## config.mk

```make
export PLATFORM = sky130hd
export DESIGN_NAME = layer_priority_arbiter
export DESIGN_NICKNAME = d
export VERILOG_FILES = /design/src/rtl/layer_arb_pkg.sv /design/src/rtl/flash_sequencer.sv /design/src/rtl/layer_priority_arbiter.sv
export SDC_FILE = /design/constraint.sdc
export NUM_CORES = 1
export LEC_CHECK = 0
export CORE_MARGIN = 5
export CORE_UTILIZATION = 45
export DETAILED_ROUTE_END_ITERATION = 10
export PLACE_DENSITY = 0.72
export RECOVER_POWER = 25
export SYNTH_ARGS = -nofsm -noshare
export SYNTH_HDL_FRONTEND = slang
export SYNTH_SLANG_ARGS = --single-unit
```

## constraint.sdc

```tcl
create_clock -name clk -period 7.43 [get_ports clk]
set_input_delay 1.486 -clock clk [delete_from_list [all_inputs] [get_ports clk]]
set_output_delay 1.486 -clock clk [all_outputs]
set_load 0.03 [all_outputs]
```

## src/rtl/layer_arb_pkg.sv

```systemverilog
// Shared types and defaults for the layer priority arbiter.
// Holds the config/flash FSM state enums, default sizing and the
// identity-table builder used to reset the priority tables.
package layer_arb_pkg;

  localparam int DEF_NUM_LAYERS = 8;
  localparam int DEF_LAYER_W    = 3;
  // Upper bound on the flattened table width the builder can produce.
  localparam int MAX_TABLE_BITS = 256;

  typedef enum logic {
    IDLE    = 1'b0,
    PENDING = 1'b1
  } cfg_state_t;

  typedef enum logic {
    OFF = 1'b0,
    ON  = 1'b1
  } flash_state_t;

  // Flattened table where slot i holds layer index i (w bits per slot).
  function automatic logic [MAX_TABLE_BITS-1:0] identity_table(input int num, input int w);
    logic [MAX_TABLE_BITS-1:0] t;
    t = '0;
    for (int i = 0; i < num; i++) begin
      for (int b = 0; b < w; b++) begin
        if ((i * w + b) < MAX_TABLE_BITS) t[i*w+b] = i[b];
      end
    end
    return t;
  endfunction

endpackage

```

## src/rtl/flash_sequencer.sv

```systemverilog
// Frame-counted full-screen flash sequencer.
// A trigger (re)loads the frame counter and turns the flash on; each
// start-of-frame while on consumes one frame. The trigger beats a
// coincident start-of-frame, so a retrigger never loses a frame.
module flash_sequencer
  import layer_arb_pkg::*;
#(
  parameter int FLASH_FRAMES = 6
) (
  input  logic clk,
  input  logic resetN,
  input  logic startOfFrame,
  input  logic flash_trigger,
  output logic flashActive
);

  localparam int CNT_W = (FLASH_FRAMES < 1) ? 1 : $clog2(FLASH_FRAMES + 1);

  flash_state_t     state_q, state_d;
  logic [CNT_W-1:0] cnt_q, cnt_d;

  // State and frame counter registers.
  always_ff @(posedge clk or negedge resetN) begin
    if (!resetN) begin
      state_q <= OFF;
      cnt_q   <= '0;
    end else begin
      state_q <= state_d;
      cnt_q   <= cnt_d;
    end
  end

  // Next-state: trigger reloads from any state, frames count down while on.
  always_comb begin
    state_d     = state_q;
    cnt_d       = cnt_q;
    flashActive = (state_q == ON);
    if (flash_trigger) begin
      state_d = ON;
      cnt_d   = CNT_W'(FLASH_FRAMES);
    end else if (state_q == ON && startOfFrame) begin
      if (cnt_q <= CNT_W'(1)) begin
        state_d = OFF;
        cnt_d   = '0;
      end else begin
        cnt_d = cnt_q - CNT_W'(1);
      end
    end
  end

endmodule

```

## src/rtl/layer_priority_arbiter.sv

```systemverilog
// Runtime-configurable per-pixel layer arbiter with frame-synchronous
// table commit and a full-screen flash overlay.
// Optional build macro LAYER_PRIORITY_DEBUG_EN adds a dbg_falseColor input
// that paints each winning pixel with a colour derived from its layer index.
//
// Config handshake: a write is accepted in any cycle where cfg_valid and
// cfg_ready are both high; cfg_ready is high only while no commit is
// pending, so writes stall (cfg_valid may be held) until the commit lands.
module layer_priority_arbiter
  import layer_arb_pkg::*;
#(
  parameter int         NUM_LAYERS   = DEF_NUM_LAYERS,
  parameter int         LAYER_W      = DEF_LAYER_W,
  parameter int         FLASH_FRAMES = 6,
  parameter logic [7:0] FLASH_RGB    = 8'hFF
) (
  input  logic                    clk,
  input  logic                    resetN,
  input  logic                    startOfFrame,
  input  logic [NUM_LAYERS-1:0]   drawReq,
  input  logic [8*NUM_LAYERS-1:0] layerRGB,
  input  logic [7:0]              backGroundRGB,
  input  logic                    cfg_valid,
  output logic                    cfg_ready,
  input  logic [LAYER_W-1:0]      cfg_slot,
  input  logic [LAYER_W-1:0]      cfg_layer,
  input  logic                    cfg_enable,
  input  logic                    cfg_commit,
  input  logic                    flash_trigger,
`ifdef LAYER_PRIORITY_DEBUG_EN
  input  logic                    dbg_falseColor,
`endif
  output logic [7:0]              rgbOut,
  output logic                    winnerValid,
  output logic [LAYER_W-1:0]      winnerIdx,
  output logic                    commitBusy
);

  localparam int TBL_W  = NUM_LAYERS * LAYER_W;
  localparam int NSPACE = 2 ** LAYER_W;
  localparam logic [MAX_TABLE_BITS-1:0] ID_FULL  = identity_table(NUM_LAYERS, LAYER_W);
  localparam logic [TBL_W-1:0]          ID_TABLE = ID_FULL[TBL_W-1:0];

  cfg_state_t              cfg_state_q, cfg_state_d;
  logic [TBL_W-1:0]        act_tbl_q;
  logic [TBL_W-1:0]        shd_tbl_q, shd_tbl_d;
  logic [NUM_LAYERS-1:0]   act_en_q;
  logic [NUM_LAYERS-1:0]   shd_en_q, shd_en_d;
  logic                    load_active;
  logic                    cfg_hs;
  logic                    slot_ok, layer_ok;

  logic [NSPACE-1:0]       req_ext, en_ext;
  logic [LAYER_W-1:0]      entry;
  logic                    win_found;
  logic [LAYER_W-1:0]      win_idx;
  logic [7:0]              pix_rgb_d;
  logic                    flash_active;

  logic [7:0]              rgb_q;
  logic                    valid_q;
  logic [LAYER_W-1:0]      idx_q;

  // Config FSM plus shadow table registers.
  always_ff @(posedge clk or negedge resetN) begin
    if (!resetN) begin
      cfg_state_q <= IDLE;
      shd_tbl_q   <= ID_TABLE;
      shd_en_q    <= '1;
    end else begin
      cfg_state_q <= cfg_state_d;
      shd_tbl_q   <= shd_tbl_d;
      shd_en_q    <= shd_en_d;
    end
  end

  // Config next-state: shadow writes in IDLE, commit waits for start of frame.
  always_comb begin
    cfg_state_d = cfg_state_q;
    shd_tbl_d   = shd_tbl_q;
    shd_en_d    = shd_en_q;
    load_active = 1'b0;
    cfg_ready   = (cfg_state_q == IDLE);
    commitBusy  = (cfg_state_q == PENDING);
    cfg_hs      = cfg_valid && cfg_ready;
    slot_ok     = 1'b0;
    layer_ok    = 1'b0;
    for (int i = 0; i < NUM_LAYERS; i++) begin
      if (cfg_slot == LAYER_W'(i))  slot_ok  = 1'b1;
      if (cfg_layer == LAYER_W'(i)) layer_ok = 1'b1;
    end
    case (cfg_state_q)
      IDLE: begin
        // Out-of-range slot or layer still completes the handshake but writes nothing.
        if (cfg_hs && slot_ok && layer_ok) begin
          for (int s = 0; s < NUM_LAYERS; s++) begin
            if (cfg_slot == LAYER_W'(s)) shd_tbl_d[s*LAYER_W +: LAYER_W] = cfg_layer;
          end
          for (int l = 0; l < NUM_LAYERS; l++) begin
            if (cfg_layer == LAYER_W'(l)) shd_en_d[l] = cfg_enable;
          end
        end
        if (cfg_commit) cfg_state_d = PENDING;
      end
      PENDING: begin
        if (startOfFrame) begin
          cfg_state_d = IDLE;
          load_active = 1'b1;
        end
      end
      default: cfg_state_d = IDLE;
    endcase
  end

  // Active table: only ever loaded from shadow at a start-of-frame commit.
  always_ff @(posedge clk or negedge resetN) begin
    if (!resetN) begin
      act_tbl_q <= ID_TABLE;
      act_en_q  <= '1;
    end else if (load_active) begin
      act_tbl_q <= shd_tbl_q;
      act_en_q  <= shd_en_q;
    end
  end

  // Priority scan: first slot whose layer requests and is enabled wins.
  // Zero-extending request/enable to the full index space makes any
  // out-of-range table entry lose automatically.
  always_comb begin
    req_ext   = NSPACE'(drawReq);
    en_ext    = NSPACE'(act_en_q);
    entry     = '0;
    win_found = 1'b0;
    win_idx   = '0;
    for (int s = 0; s < NUM_LAYERS; s++) begin
      entry = act_tbl_q[s*LAYER_W +: LAYER_W];
      if (!win_found && req_ext[entry] && en_ext[entry]) begin
        win_found = 1'b1;
        win_idx   = entry;
      end
    end
  end

  // Pixel colour: winner or background, optional false colour, flash on top.
  always_comb begin
    pix_rgb_d = backGroundRGB;
    for (int l = 0; l < NUM_LAYERS; l++) begin
      if (win_found && win_idx == LAYER_W'(l)) pix_rgb_d = layerRGB[l*8 +: 8];
    end
`ifdef LAYER_PRIORITY_DEBUG_EN
    if (dbg_falseColor && win_found) begin
      pix_rgb_d = {3'(win_idx), 3'(win_idx), 2'(win_idx)};
    end
`endif
    if (flash_active) pix_rgb_d = FLASH_RGB;
  end

  // Registered pixel outputs: one clock from inputs to rgbOut.
  always_ff @(posedge clk or negedge resetN) begin
    if (!resetN) begin
      rgb_q   <= 8'h00;
      valid_q <= 1'b0;
      idx_q   <= '0;
    end else begin
      rgb_q   <= pix_rgb_d;
      valid_q <= win_found;
      idx_q   <= win_idx;
    end
  end

  assign rgbOut      = rgb_q;
  assign winnerValid = valid_q;
  assign winnerIdx   = idx_q;

  flash_sequencer #(
    .FLASH_FRAMES (FLASH_FRAMES)
  ) u_flash (
    .clk           (clk),
    .resetN        (resetN),
    .startOfFrame  (startOfFrame),
    .flash_trigger (flash_trigger),
    .flashActive   (flash_active)
  );

endmodule

```

==> impl_metrics.toml, run 1 <==
[run_status]
status = "finished with violations"
violations = "max-capacitance violations, max-slew violations"

[power_and_ir_drop]
clkPwrFrac_pct = 9.9
p_switching_w = 0.00148
comb_power_share_pct = 62.9
total_power_w = 0.00313
p_leak_nw = 2.44
power_density_nw_per_um2 = 494
power_frac_seq_pct = 27.2
irDropWorstVdd_uv = 379
cell_internal_pwr_w = 0.00165
swShare_pct = 47.2

[setup_path]
rr_startpoint = "act_tbl_q[7]$_DFFE_PN1P_"
crit_slowest_cell = "a41oi_4"
critPathMaxFanout = 32
rrSetupSlack_ps = 3150
crit_chain = "clkdlybuf4s50_1 -> and2_1 -> mux4_2 -> mux2_4 -> and3b_2 -> and3_1 -> a22oi_2 -> a41oi_4 -> nand3_1 -> o221ai_1 -> a31oi_1"
crit_type = "in -> reg"
slowest_delay_ps = 860
reg2reg_to = "rgbOut[5]$_DFF_PN0_"
worstPathRequired_ps = 7640
cp-start-kind = "input port"
r2r_cells = 9
worstPathArrival_ps = 5650
critPathCaptureType = "flip-flop"

[global_routing]
grt_pass1_wl_um = 21400
grt_max_degree = 82
antenna_found_initial = 0
overflow = 0
grt_pass1_vias = 3969
grtUsageTotal_pct = 20.7

[flow_run]
cap_violations = 1

[placed_design]
place_congestion = 0.982
placed_area_um2 = 6150
dp.cells = 661
hpwlAfterDp_um = 10500
port_buffers = 106

[clocking]
cts_buffers = 9
cts.path.max_buffers = 2
post-cts-setup-buffer-count = 0
h-tree-depth = 3
cts_resized = 0
clkSinkCount = 81
clk_pin_slew_ps = 90
root_buffer = "clkbuf_8"
clk-insertion-delay-late_ps = 360
cts_hold_buffers = 0
cts_tree = "yes"

[layout]
design_area_um2 = 6340
fin_nets = 627
final_cells = 677
num-fill-cells = 929
final_common_cell = "clkdlybuf4s50_1"
n_antenna_cell = 0
layout-drive-gt1-share_pct = 29.8
final_cell_mix = "clkdlybuf4s50_1 (104), mux2_2 (68), dfrtp_1 (41), dfstp_2 (40), nor2_1 (39)"
area_delta_synth_final_pct = 25.8

[synth]
syn_area_um2 = 5040
synth_area_per_cell_um2 = 11.5
syn-num-nets = 532
ys_ff_latch = 81
synth-edff-count = 0
syn_inst = 437
synth.distinct_cells = 60
async_flop_share_pct = 100
seq_area_frac_synth_pct = 41.2
synth_ff_type = "dfrtp_1"
ys_warn_count = 0

[hold_path]
hold_end = "u_flash.cnt_q[2]$_DFFE_PN0P_"
min_path_cells = 1
hold_class = "reg -> reg"
min_from = "u_flash.cnt_q[2]$_DFFE_PN0P_"

[sta]
slew_viol_final = 82
holdWs_ps = 499
relSlewSlack_pct = -184
tns_ps = 0
finalHoldViolCount = 0
tightest_slew_ps = 4260
post-route-period-util_pct = 73.3
final-setup-viol-count = 0
rsz0062_at_grt = "no"
clock_skew_ps = 19.7
min_period_ps = 5440
max_freq_ghz = 0.184

[drt]
drt-pass1-iter-count = 4
num_vias = 4063
via_per_inst = 6.00
wl_per_cell_um = 20.1
route.detailed.drc = 0
routed_wl_um = 13600
drt_iter0_markers = 288
antenna_left = 0

[die]
core_area_um2 = 10900
pin_count = 107
die_h_um = 116
die_area_um2 = 13400
placementRows = 38
start_util_pct = 46.3
die_w_um = 116
## critical path, delay by kind of cell
kind	cells	cell delay, ps
AO/OA/AOI/OAI	4	1490
AND/OR/NAND/NOR	4	1410
multiplexers	2	830
buffers and inverters	1	430
## cell families (layout without fill, tap and decap cells)
kind of cell	Yosys count	count (layout)	share of synthesized area, %
buf+inv	30	130	3.00
simple gates	134	134	13.3
compound gates	80	80	12.6
fa+ha+maj	2	2	0.497
flops	81	81	41.2
mux	110	110	29.4
## routing by layer
layer | share of wire (%) | global-route usage, %
met1 | 44 | 29.4
met2 | 50 | 32.8
met3 | 4.2 | 3.60
met4 | 2.0 | 6.03
met5 | 0 | 0
## how the worst max path moves through the flow
stage | startpoint | end | slack, ps | depth (start not counted)
CTS | drawReq[7] | rgbOut[5]$_DFF_PN0_ | 1970 | 11
global route | resetN | rgbOut[5]$_DFF_PN0_ | 1380 | 1
detailed placement | drawReq[7] | rgbOut[4]$_DFF_PN0_ | 1590 | 11
global placement | drawReq[7] | rgbOut[4]$_DFF_PN0_ | 1720 | 11
finish | drawReq[7] | rgbOut[5]$_DFF_PN0_ | 1990 | 11
floorplan | drawReq[5] | rgbOut[7]$_DFF_PN0_ | 3070 | 13
## stage by stage
step	setup slack [ps]	utilization [%]
floorplan	3070	-
global placement	1720	56.5
detailed placement	1590	56.5
CTS	1970	58.2
global route	1380	58.2
finish	1990	58.2
## layout make-up
| class | count | area, um^2 | share of cell area [%] |
|---|---|---|---|
| Clock buffer | 9 | 124 | 1.95 |
| Clock inverter | 7 | 61.3 | 0.968 |
| Inverter | 7 | 26.3 | 0.415 |
| Multi-Input combinational cell | 326 | 2810 | 44.4 |
| Sequential cell | 81 | 2080 | 32.8 |
| Tap cell | 140 | 175 | 2.76 |
| Timing Repair Buffer | 107 | 1060 | 16.8 |
## sequential cells by signal, summed over array words and instances (netlist names)
name	flops
u_flash.flashActive	1
shd_en_q	8
winnerValid	1
commitBusy	1
act_tbl_q	24
rgbOut	8
u_flash.cnt_q	3
winnerIdx	3
act_en_q	8
shd_tbl_q	24
## cell usage after synthesis (2+ instances only)
cell type   n  area share, %
nand2b_1    7           0.87
a21boi_0    2           0.30
o2bb2ai_1   6            1.0
and2_1      8           0.99
mux4_2     23             10
dfrtp_1    41             20
a21oi_1    17            1.7
nand2_1    38            2.8
nor2_1     39            2.9
buf_2       7           0.70
o211ai_1    5           0.75
clkbuf_1    9           0.67
mux2_2     68             15
buf_1       3           0.22
buf_6       4           0.89
ha_1        2           0.50
inv_1       7           0.52
and3_1      2           0.25
a22o_1      2           0.35
nor3b_1     5           0.75
o221ai_1   12            2.1
or3_1       2           0.25
a21o_1      3           0.45
nor3_1      4           0.40
nand3b_1    6           0.89
a31oi_1     6           0.75
o31ai_1     2           0.30
o21ai_0     6           0.60
a2bb2oi_1   2           0.35
nand3_1    13            1.3
dfstp_2    40             21
mux2i_1    18            3.6
## power by group through the flow
stage               combinational [W]  sequential (W)  clock, W
floorplan                     0.00162        0.000791         0
global placement              0.00192        0.000848         0
detailed placement            0.00196        0.000859         0
CTS                           0.00196        0.000849  0.000317
global route                  0.00215        0.000881  0.000337
finish                        0.00197        0.000852  0.000309
Power figures use the tool's default switching activity.
==> inputs of run 2 (changes only) <==
==> constraint.sdc (replaced) <==
create_clock -name clk -period 5.65 [get_ports clk]
set_input_delay 1.13 -clock clk [delete_from_list [all_inputs] [get_ports clk]]
set_output_delay 1.13 -clock clk [all_outputs]
set_load 0.03 [all_outputs]
==> impl_metrics.toml, run 2 (synthesis gave the netlist of run 1 again) <==
[power_and_ir_drop]
power_density_nw_per_um2 = 651
clkPwrFrac_pct = 9.8
p_switching_w = 0.00195
irDropWorstVdd_uv = 497
p_leak_nw = 2.46
swShare_pct = 47.0
comb_power_share_pct = 63.3
cell_internal_pwr_w = 0.00220
power_frac_seq_pct = 26.9

[clocking]
cts_buffers = 9
root_buffer = "clkbuf_8"
cts_resized = 0
clk-insertion-delay-late_ps = 350
post-cts-setup-buffer-count = 0
clkSinkCount = 81
cts_tree = "yes"
cts_hold_buffers = 0
cts.path.max_buffers = 2
clk_pin_slew_ps = 90
h-tree-depth = 3

[layout]
layout-drive-gt1-share_pct = 30.2
final_core_util_pct = 58.4
area_delta_synth_final_pct = 26.3
reg.largest.list = "act_tbl_q (24), shd_tbl_q (24)"
final_common_cell = "clkdlybuf4s50_1"
final_cell_mix = "clkdlybuf4s50_1 (104), mux2_2 (68), dfrtp_1 (41), dfstp_2 (40), nor2_1 (39)"
final_cells = 679
fin_nets = 629
n_antenna_cell = 0

[sta]
rsz0062_at_grt = "no"
clock_skew_ps = 17.8
final-setup-viol-count = 0
tns_ps = 0
min_period_ps = 4680
slew_viol_final = 0
max_freq_ghz = 0.214
relSlewSlack_pct = 33.9
post-route-period-util_pct = 82.8
tightest_slew_ps = 992
finalHoldViolCount = 0

[die]
die_h_um = 116
die_w_um = 116
core_area_um2 = 10900
pin_count = 107
placementRows = 38
start_util_pct = 46.3
die_area_um2 = 13400

[drt]
via_per_inst = 5.96
m1WireLength_um = 5740
route.detailed.drc = 0
wl_met2_um = 6640
num_vias = 4044
wl_per_cell_um = 19.8
drt-pass1-iter-count = 7
routed_wl_um = 13500
drt_iter0_markers = 346
met3_length_um = 727
dr.max_layer_used = "met4"
antenna_left = 0

[setup_path]
cp_num_cells = 13
cp-start-kind = "input port"
critPathMaxFanout = 22
slowest_delay_ps = 520
worstPathRequired_ps = 5910
reg2reg_to = "rgbOut[4]$_DFF_PN0_"
worstPathArrival_ps = 4940
r2r_cells = 10
crit_chain = "clkdlybuf4s50_1 -> and2_1 -> mux4_2 -> mux2_4 -> and3b_2 -> and3_1 -> a22oi_2 -> a41oi_4 -> buf_4 -> nand2_1 -> a21oi_1 -> o221ai_1 -> a31oi_1"
path_buf_inv = 2
crit_start = "drawReq[7]"
path_delay_family = "compound AO/OA/AOI/OAI gates"
critPathCaptureType = "flip-flop"
rrSetupSlack_ps = 1750
crit_slowest_cell = "mux4_2"
crit_type = "in -> reg"
rr_startpoint = "act_en_q[0]$_DFFE_PN1P_"
critPathCapture = "rgbOut[1]$_DFF_PN0_"

[global_routing]
grt_pass1_vias = 4036
antenna_found_initial = 0
grtUsageTotal_pct = 20.4
grt_pass1_wl_um = 21300
grt_max_degree = 82
overflow = 0

[flow_run]
cap_violations = 0

[run_status]
status = "finished, final reports clean"

[placed_design]
dp.cells = 663
hpwlAfterDp_um = 10500
port_buffers = 106
place_congestion = 0.990

[hold_path]
hold_class = "reg -> reg"
-- run 2: changes by cell type in the layout (fill, tap and decap cells not counted), sizes merged --
cell      delta
clkinvlp     -1
inv          +1
buf          +3
clkinv       -1
-- run 2: layer usage --
metal,GRT usage [%],vias to the layer above
met5,0,-
met4,6.88,0
met3,3.92,39
met2,32.5,143
met1,28.1,2006
li1,-,1856
-- run 2: cell type report --
cell class              instances  area (um^2)
repair buffers                109         1080
multi-input cells             326         2810
flip-flops and latches         81         2080
fillers                       904         4530
clock buffers                  10          138
clock inverters                 6         55.1
inverters                       7         26.3
well taps                     140          175
-- run 2: power groups by stage --
stage               clock [W]  sequential (W)  combinational (W)
floorplan                   0         0.00104            0.00213
global placement            0         0.00111            0.00254
detailed placement          0         0.00112            0.00258
CTS                  0.000421         0.00111            0.00259
global route         0.000445         0.00115            0.00285
finish               0.000407         0.00111            0.00262
-- run 2: worst min-delay path by stage --
stage | startpoint | endpoint | slack [ps] | depth (start not counted)
final | u_flash.cnt_q[2]$_DFFE_PN0P_ | u_flash.cnt_q[2]$_DFFE_PN0P_ | 510 | 1
after global routing | u_flash.cnt_q[2]$_DFFE_PN0P_ | u_flash.cnt_q[2]$_DFFE_PN0P_ | 510 | 1
after CTS | u_flash.cnt_q[2]$_DFFE_PN0P_ | u_flash.cnt_q[2]$_DFFE_PN0P_ | 500 | 1
after detailed placement | u_flash.cnt_q[2]$_DFFE_PN0P_ | u_flash.cnt_q[2]$_DFFE_PN0P_ | 480 | 1
after global placement | u_flash.cnt_q[2]$_DFFE_PN0P_ | u_flash.cnt_q[2]$_DFFE_PN0P_ | 470 | 1
after floorplan | u_flash.cnt_q[2]$_DFFE_PN0P_ | u_flash.cnt_q[2]$_DFFE_PN0P_ | 450 | 1
-- run 2: through the flow --
stage	setup slack [ps]	hold WS [ps]	cell area, um^2	total power (W)
after floorplan	1650	455	5040	0.00316
after global placement	740	471	6170	0.00366
after detailed placement	666	483	6170	0.00370
after CTS	1040	502	6360	0.00412
after global routing	748	514	6360	0.00445
final	973	506	6360	0.00414
==> inputs of run 3 (changes only) <==
==> constraint.sdc (replaced) <==
create_clock -name clk -period 4.6 [get_ports clk]
set_input_delay 0.92 -clock clk [delete_from_list [all_inputs] [get_ports clk]]
set_output_delay 0.92 -clock clk [all_outputs]
set_load 0.03 [all_outputs]
==> impl_metrics.toml, run 3 (synthesis gave the netlist of run 1 again) <==
[run_status]
status = "finished with violations"
violations = "max-capacitance violations, max-slew violations"

[setup_path]
worstPathRequired_ps = 4840
rrSetupSlack_ps = 960
worstPathArrival_ps = 4420
cp-start-kind = "input port"
critPathMaxFanout = 28
rr_startpoint = "act_en_q[2]$_DFFE_PN1P_"
r2r_cells = 12
critPathCaptureType = "flip-flop"
reg2reg_to = "rgbOut[6]$_DFF_PN0_"
crit_type = "in -> reg"

[die]
placementRows = 38
start_util_pct = 46.3
core_area_um2 = 10900
die_h_um = 116
die_area_um2 = 13400
die_w_um = 116
pin_count = 107

[sta]
final-setup-viol-count = 0
min_period_ps = 4180
clock_skew_ps = 18.2
max_freq_ghz = 0.239
timing.final.ws_setup_ps = 416
post-route-period-util_pct = 91.0
tns_ps = 0
rsz0062_at_grt = "no"
relSlewSlack_pct = -28.6
slew_viol_final = 82
tightest_slew_ps = 1930
finalHoldViolCount = 0

[clocking]
clkSinkCount = 81
cts_tree = "yes"
cts.path.max_buffers = 2
post-cts-setup-buffer-count = 0
cts_hold_buffers = 0
clk_pin_slew_ps = 90
root_buffer = "clkbuf_8"
cts_buffers = 9
h-tree-depth = 3
cts_resized = 0
clk-insertion-delay-late_ps = 360

[global_routing]
met2_usage_pct = 32.1
antenna_found_initial = 0
top_usage_layer = "met2"
grtUsageTotal_pct = 20.5
grt_max_degree = 82
met3_usage_pct = 3.81
gr-usage-met1_pct = 28.6
grt_pass1_vias = 4150
grt_pass1_wl_um = 21300
overflow = 0

[drt]
via_per_inst = 5.94
antenna_left = 0
drt_iter0_markers = 242
drt-pass1-iter-count = 5
route.detailed.drc = 0
wl_per_cell_um = 19.9
num_vias = 4087
routed_wl_um = 13700

[power_and_ir_drop]
power_density_nw_per_um2 = 822
irDropWorstVdd_uv = 503
p_leak_nw = 2.51
swShare_pct = 45.7
clkPwrFrac_pct = 10.5
power_frac_seq_pct = 26.1
comb_power_share_pct = 63.4
cell_internal_pwr_w = 0.00288
p_switching_w = 0.00242

[hold_path]
hold_class = "reg -> reg"
min_path_cells = 1
hold_end = "u_flash.cnt_q[2]$_DFFE_PN0P_"
min_from = "u_flash.cnt_q[2]$_DFFE_PN0P_"

[layout]
final_common_cell = "clkdlybuf4s50_1"
area_delta_synth_final_pct = 28.0
layout-drive-gt1-share_pct = 31.2
num-fill-cells = 883
design_area_um2 = 6450
n_antenna_cell = 0
fin_nets = 638
final_cell_mix = "clkdlybuf4s50_1 (104), mux2_2 (68), dfrtp_1 (41), dfstp_2 (40), nor2_1 (39)"
reg.largest.list = "act_tbl_q (24), shd_tbl_q (24)"

[placed_design]
place_congestion = 0.943
placed_area_um2 = 6240
hpwlAfterDp_um = 10600
port_buffers = 106
pre_cts_ws_ps = 69.4

[flow_run]
cap_violations = 1
run 3: area by class of cell:
type | count | area, um^2 | share of cell area, %
multi-input combinational | 326 | 2810 | 43.6
clock inverter | 5 | 61.3 | 0.951
sequential | 81 | 2080 | 32.2
inverter | 7 | 26.3 | 0.407
timing repair buffer | 118 | 1150 | 17.8
clock buffer | 11 | 153 | 2.37
tap | 140 | 175 | 2.72
run 3: critical path: stages:
cell             delay, ps
clkdlybuf4s50_1        440
and2_1                 250
mux4_2                 520
mux2_4                 310
and3b_2                280
and3_1                 270
a22oi_2                130
a41oi_4                260
buf_4                  390
mux2i_1                230
nor2_1                  60
a221oi_1               280
a2bb2oi_1              110
run 3: power by group through the flow:
stage	sequential (W)	clock (W)	combinational, W
6_report	0.00138	0.000557	0.00336
5_1_grt	0.00142	0.000597	0.00367
4_1_cts	0.00138	0.000566	0.00333
3_5_place_dp	0.00139	0	0.00331
3_3_place_gp	0.00138	0	0.00327
2_1_floorplan	0.00128	0	0.00261
run 3: how the worst max path moves through the flow:
stage / startpoint / endpoint / slack, ps
after global placement: drawReq[7] / rgbOut[7]$_DFF_PN0_ / 180
final: drawReq[7] / rgbOut[7]$_DFF_PN0_ / 420
after detailed placement: drawReq[7] / rgbOut[7]$_DFF_PN0_ / 70
after floorplan: drawReq[5] / rgbOut[7]$_DFF_PN0_ / 810
after global routing: drawReq[7] / rgbOut[7]$_DFF_PN0_ / 230
after CTS: drawReq[7] / rgbOut[7]$_DFF_PN0_ / 450
run 3: per-layer routing:
metal	vias up	routed length, um
li1	1875	-
met1	2036	5820
met2	145	6690
met3	31	757
met4	0	405
met5	-	0
run 3: metrics by stage:
step                      instances  hold slack [ps]  power (W)  util [%]
after floorplan                 437              455    0.00389         -
after global placement          672              470    0.00464      57.3
after detailed placement        672              479    0.00470      57.3
after CTS                       688              492    0.00527      59.3
after global routing            688              515    0.00569      59.2
final                           688              495    0.00530      59.2
